--- src/rtl/op2_stage.sv ---
// op2_stage: ARM A32 operand-2 shifter stage with Rs fetch and valid/ready output handshake
module op2_stage (
    input  logic        clk,
    input  logic        rst_n,
    input  logic        start,
    input  logic [31:0] instr,
    input  logic [31:0] rm_data,
    input  logic        c_in,
    output logic        rs_req,
    output logic [3:0]  rs_addr,
    input  logic        rs_valid,
    input  logic [31:0] rs_data,
    input  logic        flush,
    output logic [31:0] op2,
    output logic        c_out,
    output logic        valid,
    input  logic        ready,
    output logic        busy
);
    typedef enum logic [1:0] {IDLE, RS_WAIT, CALC, DONE} state_t;
    state_t      state;
    logic        i_bit, cin_q, reg_form, rrx, sh_c, c_res;
    logic [11:0] fld;
    logic [31:0] rm_q, imm, ror_r, sh_res, res;
    logic [7:0]  amt_q, eff;
    logic [1:0]  sh_type;
    logic [32:0] lsl_t, lsr_t, asr_t;

    function automatic logic [31:0] ror32(input logic [31:0] x, input logic [4:0] n);
        return (x >> n) | (x << (6'd32 - {1'b0, n}));
    endfunction

    assign sh_type  = fld[6:5];
    assign imm      = ror32({24'd0, fld[7:0]}, {fld[11:8], 1'b0});
    assign reg_form = !i_bit && fld[4];
    assign rrx      = !i_bit && !fld[4] && sh_type == 2'd3 && fld[11:7] == 5'd0;
    // imm5 LSR/ASR #0 encode a shift of 32; amounts stay 8 bits wide for the >=32 cases
    assign eff      = reg_form ? amt_q : (fld[11:7] == 5'd0 && sh_type != 2'd0) ? 8'd32 : {3'd0, fld[11:7]};
    assign lsl_t    = {1'b0, rm_q} << eff;
    assign lsr_t    = {rm_q, 1'b0} >> eff;
    assign asr_t    = $signed({rm_q, 1'b0}) >>> eff;
    assign ror_r    = ror32(rm_q, eff[4:0]);
    assign sh_res   = eff == 8'd0 ? rm_q : sh_type == 2'd0 ? lsl_t[31:0] : sh_type == 2'd1 ? lsr_t[32:1] :
                      sh_type == 2'd2 ? asr_t[32:1] : ror_r;
    assign sh_c     = eff == 8'd0 ? cin_q : sh_type == 2'd0 ? lsl_t[32] : sh_type == 2'd1 ? lsr_t[0] :
                      sh_type == 2'd2 ? asr_t[0] : ror_r[31];
    assign res      = i_bit ? imm : rrx ? {cin_q, rm_q[31:1]} : sh_res;
    assign c_res    = i_bit ? (fld[11:8] == 4'd0 ? cin_q : imm[31]) : rrx ? rm_q[0] : sh_c;

    always_ff @(posedge clk or negedge rst_n) begin
        if (!rst_n) begin
            state   <= IDLE;
            i_bit   <= 1'b0;
            fld     <= '0;
            rm_q    <= '0;
            cin_q   <= 1'b0;
            amt_q   <= '0;
            op2     <= '0;
            c_out   <= 1'b0;
            valid   <= 1'b0;
            rs_req  <= 1'b0;
            rs_addr <= '0;
            busy    <= 1'b0;
        end else if (flush) begin
            state  <= IDLE;
            valid  <= 1'b0;
            rs_req <= 1'b0;
            busy   <= 1'b0;
        end else begin
            case (state)
                IDLE: if (start) begin
                    i_bit <= instr[25];
                    fld   <= instr[11:0];
                    rm_q  <= rm_data;
                    cin_q <= c_in;
                    busy  <= 1'b1;
                    if (!instr[25] && instr[4]) begin
                        state   <= RS_WAIT;
                        rs_req  <= 1'b1;
                        rs_addr <= instr[11:8];
                    end else begin
                        state <= CALC;
                    end
                end
                RS_WAIT: if (rs_valid) begin
                    amt_q  <= rs_data[7:0];
                    rs_req <= 1'b0;
                    state  <= CALC;
                end
                CALC: begin
                    op2   <= res;
                    c_out <= c_res;
                    state <= DONE;
                end
                DONE: begin
                    // result settles one cycle before valid is raised
                    if (valid && ready) begin
                        valid <= 1'b0;
                        busy  <= 1'b0;
                        state <= IDLE;
                    end else begin
                        valid <= 1'b1;
                    end
                end
                default: state <= IDLE;
            endcase
        end
    end
endmodule
--- config.mk ---
export PLATFORM = sky130hd
export DESIGN_NAME = op2_stage
export DESIGN_NICKNAME = d
export VERILOG_FILES = /design/src/rtl/op2_stage.sv
export SDC_FILE = /design/constraint.sdc
export NUM_CORES = 1
export LEC_CHECK = 0
export BUFFER_PORTS_ARGS = -buffer_cell sky130_fd_sc_hd__buf_2
export CORE_ASPECT_RATIO = 1.1
export CORE_MARGIN = 5
export CORE_UTILIZATION = 32
export DETAILED_ROUTE_END_ITERATION = 10
export PLACE_DENSITY = 0.52
export SETUP_SLACK_MARGIN = 0.4
export SYNTH_ARGS = -nofsm -noshare
export SYNTH_HDL_FRONTEND = slang
export SYNTH_SLANG_ARGS = --single-unit
--- constraint.sdc ---
create_clock -name clk -period 3.9 [get_ports clk]
set_input_delay 0.39 -clock clk [delete_from_list [all_inputs] [get_ports clk]]
set_output_delay 0.39 -clock clk [all_outputs]
set_load 0.05 [all_outputs]
-- Word-level counts from Yosys, hierarchy flattened
Cells that the tools add are included.
W data, S select, Z words.
- register bits after elaboration: 96
- input port bits: 103
- output and inout port bits: 40
- logic and storage cells: 93
- add/sub/neg operators: 2
- eq/ne operators: 10
- shift operators: 7
- muxes and demuxes: 33
- bitwise operators: 3
- reductions and logical operators: 26
- operators with widths (kind ; count):
    $mux W32 ; 6
    $or A32 B32 Y32 ; 2
    $shl A32 B8 Y33 ; 1
    $shr A33 B8 Y33 ; 1
    $sshr A33 B8 Y33 ; 1
    $shl A32 B6 Y32 ; 1
    $shl A8 B6 Y32 ; 1
    $shr A32 B5 Y32 ; 1
    $shr A8 B5 Y32 ; 1
    $mux W1 ; 17
    $ne A3 B3 Y1 const B ; 4
    $reduce_and A3 Y1 ; 4
    $sub A6 B5 Y6 const A ; 2
    $mux W2 ; 5
    $eq A2 B2 Y1 const B ; 4
    $logic_not A8 Y1 ; 1
    $mux W8 ; 1
    $pmux W2 S4 ; 1
    $reduce_and A4 Y1 ; 2
    $logic_and A1 B1 Y1 ; 7
    $mux W6 ; 1
    $reduce_bool A3 Y1 ; 2
    $logic_not A5 Y1 ; 1
    $eq A2 B1 Y1 const B ; 2
    7 further kinds ; 12

-- Logic depth before layout (Yosys ltp)
- word-level depth: 13
- gate-level depth with buffers: 15
- depth with buffers taken out: 10

-- Worst setup path after synthesis
Ideal clock, no wire load.
- kind: flip-flop to flip-flop
- start point: register fld[8]
- end point: register op2[0]
- library setup time: 0.101 ns
- data arrival time: 2.876 ns
- data required time: 3.799 ns
- path slack: 0.923 ns
- stages on the path, launching flop included: 13
- buffers on the path: 2
- clock period less this slack: 2.977 ns
- cell sequence: dfrtp_1 buf_2 buf_1 inv_1 ha_1 nor4b_1 o21ai_1 inv_1 nand2_1 o311a_1 o2bb2ai_1 a2111o_1 o32ai_1
- word-level cells in the longest chain between the ends: 13
- elaborated cells between the ends (all ways): 23
- classes of those cells: add/sub: 2; shift: 7; mux: 8; bitwise: 2; reduce/logical: 4
- RTL lines (element ; RTL line ; source):
    start: declaration ; 23 ; logic [11:0] fld;
    start signal: assignment ; 73 ; fld <= instr[11:0];
    $logic_not A5 Y1 ; 36, 38 ;
    $logic_and A1 B1 Y1 ; 38 ; assign eff = reg_form ? amt_q : (fld[11:7] == 5'd0 && sh_type != 2'd0) ? 8'd32 : {3'd0, fld[11:7]};
    $mux W6 ; 38 ;
    $mux W8 ; 38 ;
    $sub A6 B5 Y6 ; 30 ; return (x >> n) | (x << (6'd32 - {1'b0, n}));
    $shl A32 B6 Y32 ; 30 ;
    $or A32 B32 Y32 ; 30 ;
    $mux W32 ; 44 ; sh_type == 2'd2 ? asr_t[32:1] : ror_r;
    $mux W32 (3 in a row) ; 43 ; assign sh_res = eff == 8'd0 ? rm_q : sh_type == 2'd0 ? lsl_t[31:0] : sh_type == 2'd1 ? lsr_t[32:1] :
    $mux W32 ; 47 ; assign res = i_bit ? imm : rrx ? {cin_q, rm_q[31:1]} : sh_res;
    $mux W32 (*) ; 47 ;
    end signal: assignment ; 91 ; op2 <= res;
    end: declaration ; 14 ; output logic [31:0] op2,
Every way passes the cells marked *; elsewhere a longest branch is shown, timed or not.
A chain may end at the register's enable or synchronous reset.

-- Final worst setup path
- start point: register i_bit
- end point: register op2[16]
- word-level cells in the longest chain between the ends: 12
- elaborated cells between the ends (all ways): 20
- classes of those cells: add/sub: 1; shift: 5; mux: 7; bitwise: 1; reduce/logical: 6
- RTL lines (element ; RTL line ; source):
    start: declaration ; 22 ; logic i_bit, cin_q, reg_form, rrx, sh_c, c_res;
    start signal: assignment ; 72 ; i_bit <= instr[25];
    $logic_not A1 Y1 ; 35, 36 ;
    $logic_and A1 B1 Y1 ; 35 ; assign reg_form = !i_bit && fld[4];
    $mux W8 ; 38 ;
    $sub A6 B5 Y6 ; 30 ;
    $shl A32 B6 Y32 ; 30 ;
    $or A32 B32 Y32 ; 30 ;
    $mux W32 ; 44 ;
    $mux W32 (3 in a row) ; 43 ;
    $mux W32 ; 47 ;
    $mux W32 (*) ; 47 ;
Marks and branches as above.

==> summary.txt <==
Yosys
  • Yosys Warn Count: 0
  • Gate Count Post-Synth: 1,551
  • Synth async-reset ratio: 100%
  • Avg Cell Area, Syn: 7.89 um2
  • Synth cell types: approximately 100
  • Post-Syn Area: roughly 0.012 mm2
  • Syn_nets: 1,659
  • Top FF cell, synth: dfrtp_1
  • Post-synth EDFFs: 0
  • Sequential-to-total area share from yosys stat: 19.6%
  • Yosys reg bits: 96

Worst setup path
  • Worst R2R Start: i_bit
  • WP data required: about 4.2 ns
  • Crit path launch type: flop
  • Critical Path Fanout Max: 5
  • FF-to-FF path depth: 11
  • WS Path Type: flop to flop
  • CP Capture Type: flop
  • Worst Setup SP: i_bit
  • Critical Path AT: ~3.8 ns

Floorplan
  • Die Area: approximately 0.042 mm2
  • Top-Level Pins: 143
  • Row Count: 75
  • Core ar.: 0.0380 mm2
  • Initial core utilization: between 30% and 40%
  • Die Y: around 220 um
  • Die width: between 150 and 200 um

STA
  • Final min period: ~3.6 ns
  • Final count of hold timing violations: 5
  • Final period utilization: approximately 90%
  • Clock skew: around 0.014 ns
  • Headroom to the max-slew limit: 34.1%
  • Setup TNS: 0 ns
  • RSZ-0062 raised after global routing: yes
  • Fin. max-slew vios: 0
  • Final setup vio count: 0
  • Hold slack final: -0.0114 ns
  • Slew @ Worst Pin: a little under 1 ns
  • F_max: between 0.2 and 0.3 GHz

Drt
  • Pre-antenna DRT Iters: 6
  • Remaining DRCs: 0
  • Total number of vias: 15,200
  • Detail Route Antenna Nets: 0
  • DR WL/cell: about 37 um
  • Iter 0 DRT Violations: 2,053
  • Vias/cell: around 6.9
  • DRT Wirelength: between 80,000 and 90,000 um

Place
  • Port Buffers: about 100
  • Placer congestion estimate: approximately 1.1
  • Post-DP HPWL: 64,800 um

CTS
  • Hold buffer count at CTS: 0
  • Clock buffer depth: 2
  • CTS tree: built
  • Clock transition at path regs: 0.07 ns
  • Worst-Skew Late Latency: around 0.4 ns
  • # H-tree levels: 3
  • Total clock sinks: 96
  • Num CTS Buffers: 9
  • CTS Root Cell: clkbuf_16

GRT
  • Grt total ovfl: 0
  • Largest net degree at the start of global routing: 48
  • Initial antenna violation count: 1
  • First-pass GRT wire length: ~110,000 um
  • Vias in the first global route: 14,400
  • Total GRT Usage: roughly 38%

Min path
  • HP Class: input pin to asynchronous set/reset pin

Final layout
  • Area Growth Syn to Fin: 21.2%
  • Ant. Diodes: 0
  • Final nets: 1,822
  • Share of layout cells above drive strength 1: 30.0%
  • Filler instances: a little over 4,000

Outcome
  • Failing checks: negative hold slack
  • Status: finished with violations

Flow run
  • Max Cap Viol: 0
layer usage:
layer | track usage [%] | routed length, um | vias up
met5 | 0 | 0 | -
met4 | 23.0 | 6610 | 0
met3 | 6.97 | 7600 | 265
met2 | 56.6 | 35200 | 1039
met1 | 49.7 | 32800 | 7593
li1 | - | - | 6327
per-stage QoR:
stage	hold slack [ns]	setup slack, ns	util [%]	cells	instance area (um2)
global placement	0.431	0.0362	37.8	2200	14400
floorplan	0.0944	0.923	-	1551	12200
CTS	0.0106	0.364	38.8	2216	14800
detailed placement	0.434	0.0538	37.8	2200	14400
finish	-0.0114	0.340	39.0	2218	14800
global route	0.0397	0.330	39.0	2218	14800
worst max-delay path, stage by stage (launching register included):
cell and delay, ns:
dfrtp_2 0.47, and3b_1 0.28, a21o_2 0.21, mux2i_1 0.67
o22ai_1 0.27, buf_4 0.22, a221oi_1 0.30, buf_4 0.23
o221ai_1 0.15, a211oi_2 0.40, buf_4 0.18, o21ai_1 0.05
layout make-up:
cell class                 instances  area, um2  area share, %
timing repair buffer             304       2280           15.4
sequential                        96       2410           16.2
inverter                          19       71.3          0.481
multi-input combinational       1284       9150           61.6
clock buffer                       9        225           1.52
tap                              500        626           4.22
clock inverter                     6       83.8          0.565
registers in the layout, summed over array words and instances, names as in the netlist:
name,count
amt_q,8
rm_q,32
valid,1
state,2
rs_addr,4
fld,12
i_bit,1
rs_req,1
cin_q,1
busy,1
c_out,1
op2,32
worst paths after layout:
| path | to | slack (ns) |
|---|---|---|
| max | op2[16] | 0.34 |
| max in group asynchronous | rm_q[11] | 3.02 |
| min reg2reg | op2[26] | 0.51 |
| max reg2reg | op2[16] | 0.34 |
| min | rm_q[5] | -0.01 |
| min in group clk | rm_q[24] | 0.22 |
cell usage after synthesis (34+ instances only):
library cell | n | area share [%]
o22ai_1 | 44 | 2.2
mux2i_1 | 84 | 6.9
buf_2 | 35 | 1.4
a21oi_1 | 97 | 4.0
mux2_2 | 106 | 9.7
nor3_1 | 34 | 1.4
nand2_1 | 173 | 5.3
nor2_1 | 145 | 4.4
nand3_1 | 45 | 1.8
clkbuf_1 | 74 | 2.3
dfrtp_1 | 96 | 20
a211oi_1 | 39 | 2.4
o21ai_0 | 96 | 3.9
cell families after synthesis:
logic type                 after synthesis  share of synthesized area [%]
AOI/OAI and AO/OA                      572                           32.7
and+or+nand+nor                        478                           17.7
muxes                                  221                           21.7
buffers and inverters                  171                           6.97
DFF                                     96                           19.6
xor gates and xnor gates                 8                          0.787
adders and majority gates                5                          0.511
timing repair:
item | CTS | global route
gates resized for setup | 15 | 15
buffers inserted | 1 | 2
endpoints found under the setup margin | 7 | 23
pin swaps | 1 | 1
hold endpoints to repair | 0 | 0
cells in the final DEF (no fill, tap or decap), drive strengths merged, types with 10 or more instances in the layout:
| cell type | Yosys | routed |
|---|---|---|
| a221oi | 12 | 12 |
| nand3 | 45 | 45 |
| inv | 16 | 17 |
| o31ai | 12 | 12 |
| o21ai | 106 | 106 |
| buf | 78 | 304 |
| nand2 | 173 | 173 |
| nand4 | 10 | 10 |
| o221ai | 20 | 20 |
| nor3 | 36 | 36 |
| a21o | 12 | 12 |
| a211o | 14 | 14 |
| a21oi | 99 | 99 |
| a22oi | 24 | 24 |
| o211ai | 25 | 25 |
| a31oi | 33 | 33 |
| nand2b | 13 | 13 |
| a211oi | 40 | 40 |
| mux4 | 18 | 18 |
| o22ai | 45 | 45 |
| dfrtp | 96 | 96 |
| mux2i | 93 | 93 |
| mux2 | 110 | 110 |
| nor2 | 147 | 147 |
| o2bb2ai | 11 | 11 |
Power is not shown: default switching activity piles up to over one toggle a cycle in this logic, so the estimate is an artifact.
